==> src/rtl/obi_wbuf_if.sv <==
// OBI_BUS: request/response signal bundle used on both sides of the posted-write buffer.
interface OBI_BUS #(
    parameter int unsigned AddrWidth = 32,
    parameter int unsigned DataWidth = 32
);
    logic                   req;
    logic                   gnt;
    logic [AddrWidth-1:0]   addr;
    logic                   we;
    logic [DataWidth/8-1:0] be;
    logic [DataWidth-1:0]   wdata;
    logic                   rvalid;
    logic [DataWidth-1:0]   rdata;
    logic                   err;

    modport Manager (
        output req, addr, we, be, wdata,
        input  gnt, rvalid, rdata, err
    );

    modport Subordinate (
        input  req, addr, we, be, wdata,
        output gnt, rvalid, rdata, err
    );
endinterface

==> src/rtl/obi_wbuf.sv <==
// obi_wbuf: posted-write buffer in front of an OBI SRAM subordinate. Writes are acked one
// cycle after grant and drained from a FIFO; reads are forwarded only once the drain is idle.
module obi_wbuf #(
    parameter int unsigned Depth          = 4,
    parameter int unsigned DataWidth      = 32,
    parameter int unsigned MaxOutstanding = 3
) (
    input  logic        clk_i,
    input  logic        rst_ni,
    OBI_BUS.Subordinate sbr,
    OBI_BUS.Manager     mgr,
    output logic        empty_o,
    output logic        err_o
);
    localparam int unsigned AddrWidth = 32;
    localparam int unsigned BeWidth   = DataWidth / 8;
    localparam int unsigned PtrWidth  = $clog2(Depth);
    localparam int unsigned CntWidth  = $clog2(Depth + 1);
    localparam int unsigned OsWidth   = $clog2(MaxOutstanding + 1);

    localparam logic [CntWidth-1:0] DepthCnt = CntWidth'(Depth);
    localparam logic [OsWidth-1:0]  MaxOs    = OsWidth'(MaxOutstanding);

    typedef struct packed {
        logic [AddrWidth-1:0] addr;
        logic [BeWidth-1:0]   be;
        logic [DataWidth-1:0] wdata;
    } entry_t;

    entry_t              mem_q [Depth];
    logic [PtrWidth-1:0] wr_ptr_q, wr_ptr_d;
    logic [PtrWidth-1:0] rd_ptr_q, rd_ptr_d;
    logic [CntWidth-1:0] count_q, count_d;
    logic [OsWidth-1:0]  os_q, os_d;
    logic                rd_pend_q, rd_pend_d;
    logic                wack_q, wack_d;
    logic                err_q, err_d;

    logic   wr_req, rd_req;
    logic   fifo_full, fifo_empty;
    logic   drain_req, rd_fwd;
    logic   push, pop, rd_grant;
    logic   rd_rsp, wr_rsp;
    entry_t head, push_entry;

    always_comb begin
        wr_req     = sbr.req & sbr.we;
        rd_req     = sbr.req & ~sbr.we;
        fifo_full  = (count_q == DepthCnt);
        fifo_empty = (count_q == '0);
        head       = mem_q[rd_ptr_q];
        push_entry = '{addr: sbr.addr, be: sbr.be, wdata: sbr.wdata};

        // The drain owns the downstream port; a read can only get there once it is idle.
        drain_req = ~fifo_empty & ~rd_pend_q & (os_q < MaxOs);
        rd_fwd    = rd_req & fifo_empty & (os_q == '0) & ~rd_pend_q & ~wack_q;

        push     = rst_ni & wr_req & ~fifo_full;
        pop      = drain_req & mgr.gnt;
        rd_grant = rd_fwd & mgr.gnt;
        rd_rsp   = rd_pend_q & mgr.rvalid;
        wr_rsp   = ~rd_pend_q & mgr.rvalid;
    end

    always_comb begin
        wr_ptr_d  = wr_ptr_q;
        rd_ptr_d  = rd_ptr_q;
        count_d   = count_q;
        os_d      = os_q;
        rd_pend_d = rd_pend_q;
        wack_d    = push;
        err_d     = err_q | (wr_rsp & mgr.err);

        if (push) begin
            wr_ptr_d = wr_ptr_q + PtrWidth'(1);
        end
        if (pop) begin
            rd_ptr_d = rd_ptr_q + PtrWidth'(1);
        end

        if (push && !pop) begin
            count_d = count_q + CntWidth'(1);
        end else if (!push && pop) begin
            count_d = count_q - CntWidth'(1);
        end

        if (pop && !wr_rsp) begin
            os_d = os_q + OsWidth'(1);
        end else if (!pop && wr_rsp) begin
            os_d = os_q - OsWidth'(1);
        end

        if (rd_grant) begin
            rd_pend_d = 1'b1;
        end else if (rd_rsp) begin
            rd_pend_d = 1'b0;
        end
    end

    always_ff @(posedge clk_i) begin
        if (!rst_ni) begin
            wr_ptr_q  <= '0;
            rd_ptr_q  <= '0;
            count_q   <= '0;
            os_q      <= '0;
            rd_pend_q <= 1'b0;
            wack_q    <= 1'b0;
            err_q     <= 1'b0;
        end else begin
            wr_ptr_q  <= wr_ptr_d;
            rd_ptr_q  <= rd_ptr_d;
            count_q   <= count_d;
            os_q      <= os_d;
            rd_pend_q <= rd_pend_d;
            wack_q    <= wack_d;
            err_q     <= err_d;
        end
    end

    // Payload storage needs no reset: an entry is only read after it has been pushed.
    always_ff @(posedge clk_i) begin
        if (push) begin
            mem_q[wr_ptr_q] <= push_entry;
        end
    end

    assign mgr.req   = rst_ni & (drain_req | rd_fwd);
    assign mgr.we    = drain_req;
    assign mgr.addr  = drain_req ? head.addr : sbr.addr;
    assign mgr.be    = drain_req ? head.be : sbr.be;
    assign mgr.wdata = drain_req ? head.wdata : '0;

    assign sbr.gnt    = rst_ni & (wr_req ? ~fifo_full : rd_grant);
    assign sbr.rvalid = rst_ni & (wack_q | rd_rsp);
    assign sbr.rdata  = rd_rsp ? mgr.rdata : '0;
    assign sbr.err    = rd_rsp & mgr.err;

    assign empty_o = fifo_empty & (os_q == '0);
    assign err_o   = err_q;
endmodule
==> src/flat_wrapper.sv <==
// flat-port wrapper written by rule: the top's interface ports become plain ports
module obi_wbuf_flat 
#(
    parameter int unsigned Depth          = 4,
    parameter int unsigned DataWidth      = 32,
    parameter int unsigned MaxOutstanding = 3
)
  (clk_i, rst_ni, empty_o, err_o, sbr_req, sbr_addr, sbr_we, sbr_be, sbr_wdata, sbr_gnt, sbr_rvalid, sbr_rdata, sbr_err, mgr_req, mgr_addr, mgr_we, mgr_be, mgr_wdata, mgr_gnt, mgr_rvalid, mgr_rdata, mgr_err);
  OBI_BUS #(.DataWidth(DataWidth)) sbr_i ();
  OBI_BUS #(.DataWidth(DataWidth)) mgr_i ();
  input  logic clk_i;
  input  logic rst_ni;
  output logic empty_o;
  output logic err_o;
  input wire logic [$bits(sbr_i.req)-1:0] sbr_req;
  input wire logic [$bits(sbr_i.addr)-1:0] sbr_addr;
  input wire logic [$bits(sbr_i.we)-1:0] sbr_we;
  input wire logic [$bits(sbr_i.be)-1:0] sbr_be;
  input wire logic [$bits(sbr_i.wdata)-1:0] sbr_wdata;
  output wire logic [$bits(sbr_i.gnt)-1:0] sbr_gnt;
  output wire logic [$bits(sbr_i.rvalid)-1:0] sbr_rvalid;
  output wire logic [$bits(sbr_i.rdata)-1:0] sbr_rdata;
  output wire logic [$bits(sbr_i.err)-1:0] sbr_err;
  output wire logic [$bits(mgr_i.req)-1:0] mgr_req;
  output wire logic [$bits(mgr_i.addr)-1:0] mgr_addr;
  output wire logic [$bits(mgr_i.we)-1:0] mgr_we;
  output wire logic [$bits(mgr_i.be)-1:0] mgr_be;
  output wire logic [$bits(mgr_i.wdata)-1:0] mgr_wdata;
  input wire logic [$bits(mgr_i.gnt)-1:0] mgr_gnt;
  input wire logic [$bits(mgr_i.rvalid)-1:0] mgr_rvalid;
  input wire logic [$bits(mgr_i.rdata)-1:0] mgr_rdata;
  input wire logic [$bits(mgr_i.err)-1:0] mgr_err;
  assign sbr_i.req = sbr_req;
  assign sbr_i.addr = sbr_addr;
  assign sbr_i.we = sbr_we;
  assign sbr_i.be = sbr_be;
  assign sbr_i.wdata = sbr_wdata;
  assign sbr_gnt = sbr_i.gnt;
  assign sbr_rvalid = sbr_i.rvalid;
  assign sbr_rdata = sbr_i.rdata;
  assign sbr_err = sbr_i.err;
  assign mgr_req = mgr_i.req;
  assign mgr_addr = mgr_i.addr;
  assign mgr_we = mgr_i.we;
  assign mgr_be = mgr_i.be;
  assign mgr_wdata = mgr_i.wdata;
  assign mgr_i.gnt = mgr_gnt;
  assign mgr_i.rvalid = mgr_rvalid;
  assign mgr_i.rdata = mgr_rdata;
  assign mgr_i.err = mgr_err;
  obi_wbuf #(.Depth(Depth), .DataWidth(DataWidth), .MaxOutstanding(MaxOutstanding)) u_core (.clk_i(clk_i), .rst_ni(rst_ni), .sbr(sbr_i), .mgr(mgr_i), .empty_o(empty_o), .err_o(err_o));
endmodule
==> config.mk <==
export PLATFORM = sky130hd
export DESIGN_NAME = obi_wbuf_flat
export DESIGN_NICKNAME = d
export VERILOG_FILES = /design/src/rtl/obi_wbuf_if.sv /design/src/rtl/obi_wbuf.sv /design/src/flat_wrapper.sv
export SDC_FILE = /design/constraint.sdc
export NUM_CORES = 1
export LEC_CHECK = 0
export CELL_PAD_IN_SITES_DETAIL_PLACEMENT = 0
export CELL_PAD_IN_SITES_GLOBAL_PLACEMENT = 1
export CORE_MARGIN = 8
export CORE_UTILIZATION = 40
export CTS_CLUSTER_SIZE = 8
export DETAILED_ROUTE_END_ITERATION = 12
export PLACE_DENSITY_LB_ADDON = 0.1
export SLEW_MARGIN = 5
export SYNTH_ARGS = -nofsm -noshare
export SYNTH_HDL_FRONTEND = slang
export SYNTH_SLANG_ARGS = --single-unit
==> constraint.sdc <==
create_clock -name clk_i -period 4.8 [get_ports clk_i]
set_input_delay 0.48 -clock clk_i [delete_from_list [all_inputs] [get_ports clk_i]]
set_output_delay 0.48 -clock clk_i [all_outputs]
set_load 0.02 [all_outputs]
Word-level counts from Yosys, hierarchy flattened
Memory sizes are Yosys's and may differ from the RTL's. A register that Yosys moved wholly into a read port is not among the register bits.
Index checks and enable logic that the tools add are counted.
{"block": "totals", "wordCells": 71, "mem_bits_rw": 272, "ff_bits": 12, "output_inout_bits": 107, "n_memories": 1, "inputBits": 107}
{"name": "u_core.mem_q", "depth": 4, "word_bits": 68, "rd": 1, "rd_clocked_by_memory_dff": 1, "write_ports": 1, "line": "obi_wbuf.sv:30", "text": "entry_t mem_q [Depth];"}
{"block": "op_classes", "n_addsub": 6, "n_mux": 15, "n_eq_ne": 1, "n_lt_le_gt_ge": 1, "reduce_logical": 12, "n_bitwise": 28}
{"operator": "$mux 32", "count": 3}
{"operator": "$and 1x1->1", "count": 20}
{"operator": "$mux 2", "count": 4}
{"operator": "$add 2x1->2 const B", "count": 3}
{"operator": "$mux 3", "count": 2}
{"operator": "$reduce_bool 2->1", "count": 3}
{"operator": "$mux 1", "count": 5}
{"operator": "$not 1->1", "count": 5}
{"operator": "$logic_and 1x1->1", "count": 4}
{"operator": "$mux 4", "count": 1}
{"operator": "$add 3x1->3 const B", "count": 1}
{"operator": "$eq 3x3->1 const B", "count": 1}
{"operator": "$logic_not 1->1", "count": 3}
{"operator": "$logic_not 3->1", "count": 1}
{"operator": "$or 1x1->1", "count": 3}
{"operator": "$sub 3x1->3 const B", "count": 1}
{"operator": "$logic_not 2->1", "count": 1}
{"operator": "$lt 2x2->1 const B", "count": 1}
{"operator": "$sub 2x1->2 const B", "count": 1}

Logic depth before layout (Yosys ltp)
{"block": "depth", "word_depth": 9, "mapped_depth": 12, "depth_no_buf": 10}

Worst setup path before layout
OpenSTA, ideal clock, no wires.
{"block": "synth_timing", "path_kind": "input -> register", "start": "input rst_ni", "end": "memory u_core.mem_q[0][0] in the netlist's numbering (enable)", "setup_time_ns": 0.434, "required_time_ns": 4.366, "n_path_buf": 1, "stages": 3, "arrival_ns": 2.502, "slack_ns": 1.864, "path_cell_list": "and3_1 -> clkbuf_1 -> and3_1"}
{"block": "synth_via", "elab_chain_len": 4}
{"item": "from (decl)", "line": "flat_wrapper.sv:12", "text": "input logic rst_ni;"}
{"item": "$and 1x1->1 (2 in series)", "line": "obi_wbuf.sv:58", "text": "push = rst_ni & wr_req & ~fifo_full;"}
{"item": "$mux 1", "line": "obi_wbuf.sv:122", "text": "if (push) begin"}
{"item": "$mux 1 (not written as such)", "line": "obi_wbuf.sv:123", "text": "mem_q[wr_ptr_q] <= push_entry;"}
{"item": "to (decl)", "line": "obi_wbuf.sv:30"}
Every way passes these cells.

Final worst setup path
{"block": "layout_timing", "start": "register u_core.rd_pend_q", "end": "output mgr_be[0]"}
{"block": "layout_via", "elab_chain_len": 4}
{"item": "from (decl)", "line": "obi_wbuf.sv:35", "text": "logic rd_pend_q, rd_pend_d;"}
{"item": "from (signal assigned)", "line": "obi_wbuf.sv:114", "text": "rd_pend_q <= rd_pend_d;"}
{"item": "$not 1->1", "line": "obi_wbuf.sv:55", "text": "drain_req = ~fifo_empty & ~rd_pend_q & (os_q < MaxOs);"}
{"item": "$and 1x1->1 (2 in series)", "line": "obi_wbuf.sv:55"}
{"item": "$mux 4", "line": "obi_wbuf.sv:130", "text": "assign mgr.be = drain_req ? head.be : sbr.be;"}
{"item": "to (decl)", "line": "flat_wrapper.sv:27", "text": "output wire logic [$bits(mgr_i.be)-1:0] mgr_be;"}
Every way passes these cells.

==> results.cfg <==
[status]
status = finished clean

[die]
core_sq_mm = 0.0285
rows = 62
die_h_um = 186
io_pins = 214
start_util = 0.404
die_width_um = 186
die-area_sq_mm = 0.0345

[setup_path]
endpoint_kind = output pin
path_class = reg -> out
cp_data_arrival_time_ns = 3.42
required_ns = 4.32
crit_path_start_kind = flop
cp_max_fo = 38

[logic_synthesis]
ys_types = 36
synthCells = 564
ys_ff_latch = 286
yosysSeqAreaShare = 0.733
yosysWarningCount = 0
syn_nets = 678
netlist_area_sq_mm = 0.0115
synth.avg_cell_area_sq_um = 20.4

[global_route]
grt_pass1_wl_mm = 39.5
grt_pass1_vias = 6863
grt_util_all_layers = 0.150
grt_max_degree = 69
grt_overflow = 0
antenna_found_initial = 1

[sta]
worstMarginPinSlew_ns = 1.15
final_hold_viol_count = 0
setup_viol = 0
skew_ns = 0.0107
maxSlewHeadroom = 0.234
fmax_mhz = 256
period_share = 0.813
rsz0062_at_grt = no
finalMaxSlewViolations = 0
period_needed_ns = 3.90
fin_setup_tns_ns = 0

[cts]
clk_pin_slew_ns = 0.05
tritoncts = built
cts-hold-fix-buffers = 0
cts_resized = 0
cts_sinks = 286
clock-root-buffer = clkbuf_16
cts_max_level = 2
clockBufferDepth = 3
clock_latency_ns = 0.51
cts_made_buffers = 41
postCtsSetupBuffers = 0

[final_layout]
finalNetCount = 900
seqCellArea_sq_mm = 0.00846
multiInputGateArea_sq_mm = 0.00288
drive_above_1_share = 0.205
area_delta_synth_final_pct = 31.1
layout_common_cells = edfxtp_1, clkdlybuf4s50_1, mux4_2
final_common_cell = edfxtp_1
num_antenna_cells = 0
final_cell_area_sq_mm = 0.0151
n_fill_cell = 2320
final_util = 0.529

[placed_design]
place.gp.congestion = 0.762
post_dp_cell_area_sq_mm = 0.0140
dpl.hpwl_mm = 15.7
port_buffers = 213

[detailed_routing]
routed_wl_mm = 26.3
routedWlPerCell_um = 22.3
route.vias.total = 6178
drtAntennaViolNets = 0
drt_pre_antenna_iters = 4
vias_per_cell = 5.24
drc_errors = 0
drtIter0Drc = 353

[power_and_ir_drop]
peakVddDrop_v = 0.000285
p_per_area_mw_per_mm2 = 509
p_leak_nw = 5.11

[hold_path]
hold_path_class = reg -> reg

[flow_run]
drv_cap = 0
-- synthesized netlist by cell type --
cell type / count / area share
nand3_1: 3 / 0.0013
xor2_1: 4 / 0.0030
nand2b_1: 1 / 0.00054
mux4_2: 68 / 0.13
o21ai_0: 2 / 0.00087
inv_2: 1 / 0.00033
mux2_4: 20 / 0.026
a31oi_1: 1 / 0.00054
fa_1: 1 / 0.0017
nand2_4: 1 / 0.00098
or3b_2: 1 / 0.00076
or4_1: 1 / 0.00065
nand2_1: 4 / 0.0013
nand4_1: 1 / 0.00054
nor3_1: 2 / 0.00087
nor2_1: 7 / 0.0023
o21bai_1: 1 / 0.00065
inv_1: 6 / 0.0020
mux2i_1: 2 / 0.0017
ha_1: 6 / 0.0065
nor4b_1: 1 / 0.00076
a21o_1: 3 / 0.0020
mux2_2: 16 / 0.016
buf_6: 4 / 0.0039
edfxtp_1: 272 / 0.71
dfxtp_1: 14 / 0.024
and2_1: 2 / 0.0011
buf_4: 3 / 0.0020
o31ai_1: 2 / 0.0013
a21oi_1: 7 / 0.0030
o32ai_1: 1 / 0.00076
a21oi_2: 1 / 0.00076
or3_1: 3 / 0.0016
and3_1: 70 / 0.038
buf_2: 8 / 0.0035
clkbuf_1: 24 / 0.0078
-- sequential cells by signal, indices dropped and copies added, names as in the netlist, named ones only --
signal,cells
u_core.os_q,2
u_core.mem_q,272
u_core.count_q,3
u_core.rd_ptr_q,2
u_core.err_o,1
u_core.wack_q,1
u_core.rd_pend_q,1
u_core.wr_ptr_q,2
-- worst paths after layout --
path | start | end | slack (ns) | cells after the start
max | u_core.rd_pend_q | mgr_be[0] | 0.90 | 7
min | u_core.err_o | u_core.err_o | 0.47 | 2
max reg2reg | u_core.rd_pend_q | u_core.count_q[2] | 1.80 | 11
min reg2reg | u_core.err_o | u_core.err_o | 0.47 | 2
-- worst max-delay path, cell delays in order (launching register included) --
cell and delay, ns:
dfxtp_1 0.61, a21oi_2 0.23, buf_4 0.38, nand2_4 0.09
inv_2 0.29, buf_4 0.37, mux2_2 0.37, clkdlybuf4s50_1 0.54
-- where the power goes --
group          switching (mW)  internal, mW  leakage [nW]  total, mW
sequential              0.121          2.81          2.57       2.93
clock                   0.946          1.53         0.532       2.47
combinational            1.08          1.20          2.00       2.28
-- cell families (layout without fill, tap and decap cells) --
kind of cell,Yosys count,in the layout,synth area share
mux,106,106,0.176
flops,286,286,0.733
compound gates,18,18,0.00987
xor+xnor,4,4,0.00304
fa+ha+maj,7,7,0.00825
simple gates,97,97,0.0507
buf+inv,46,276,0.0194
-- cell type report --
class                   count  area share
flip-flops and latches    286       0.559
multi-input cells         232       0.191
repair buffers            218       0.144
clock buffers              48      0.0696
well taps                 384      0.0318
clock inverters             3     0.00248
inverters                   7     0.00174
-- routing by layer --
metal  up-vias  part of all wire  GRT usage
met3        51             0.066     0.0351
met4         2             0.024     0.0499
met5         -           0.00034          0
met1      3175              0.41      0.185
li1       2750                 -          -
met2       200              0.50      0.259
-- metrics by stage --
stage	worst slack [ns]	std cells	hold slack [ns]	total power, mW
4_1_cts	0.817	1178	0.479	7.81
3_3_place_gp	1.45	1127	0.449	5.29
3_5_place_dp	1.37	1127	0.468	5.31
5_1_grt	0.639	1178	0.523	8.02
2_1_floorplan	1.86	564	0.449	4.37
6_report	0.899	1178	0.468	7.69
Note: power is estimated with default switching activity, not from simulation.
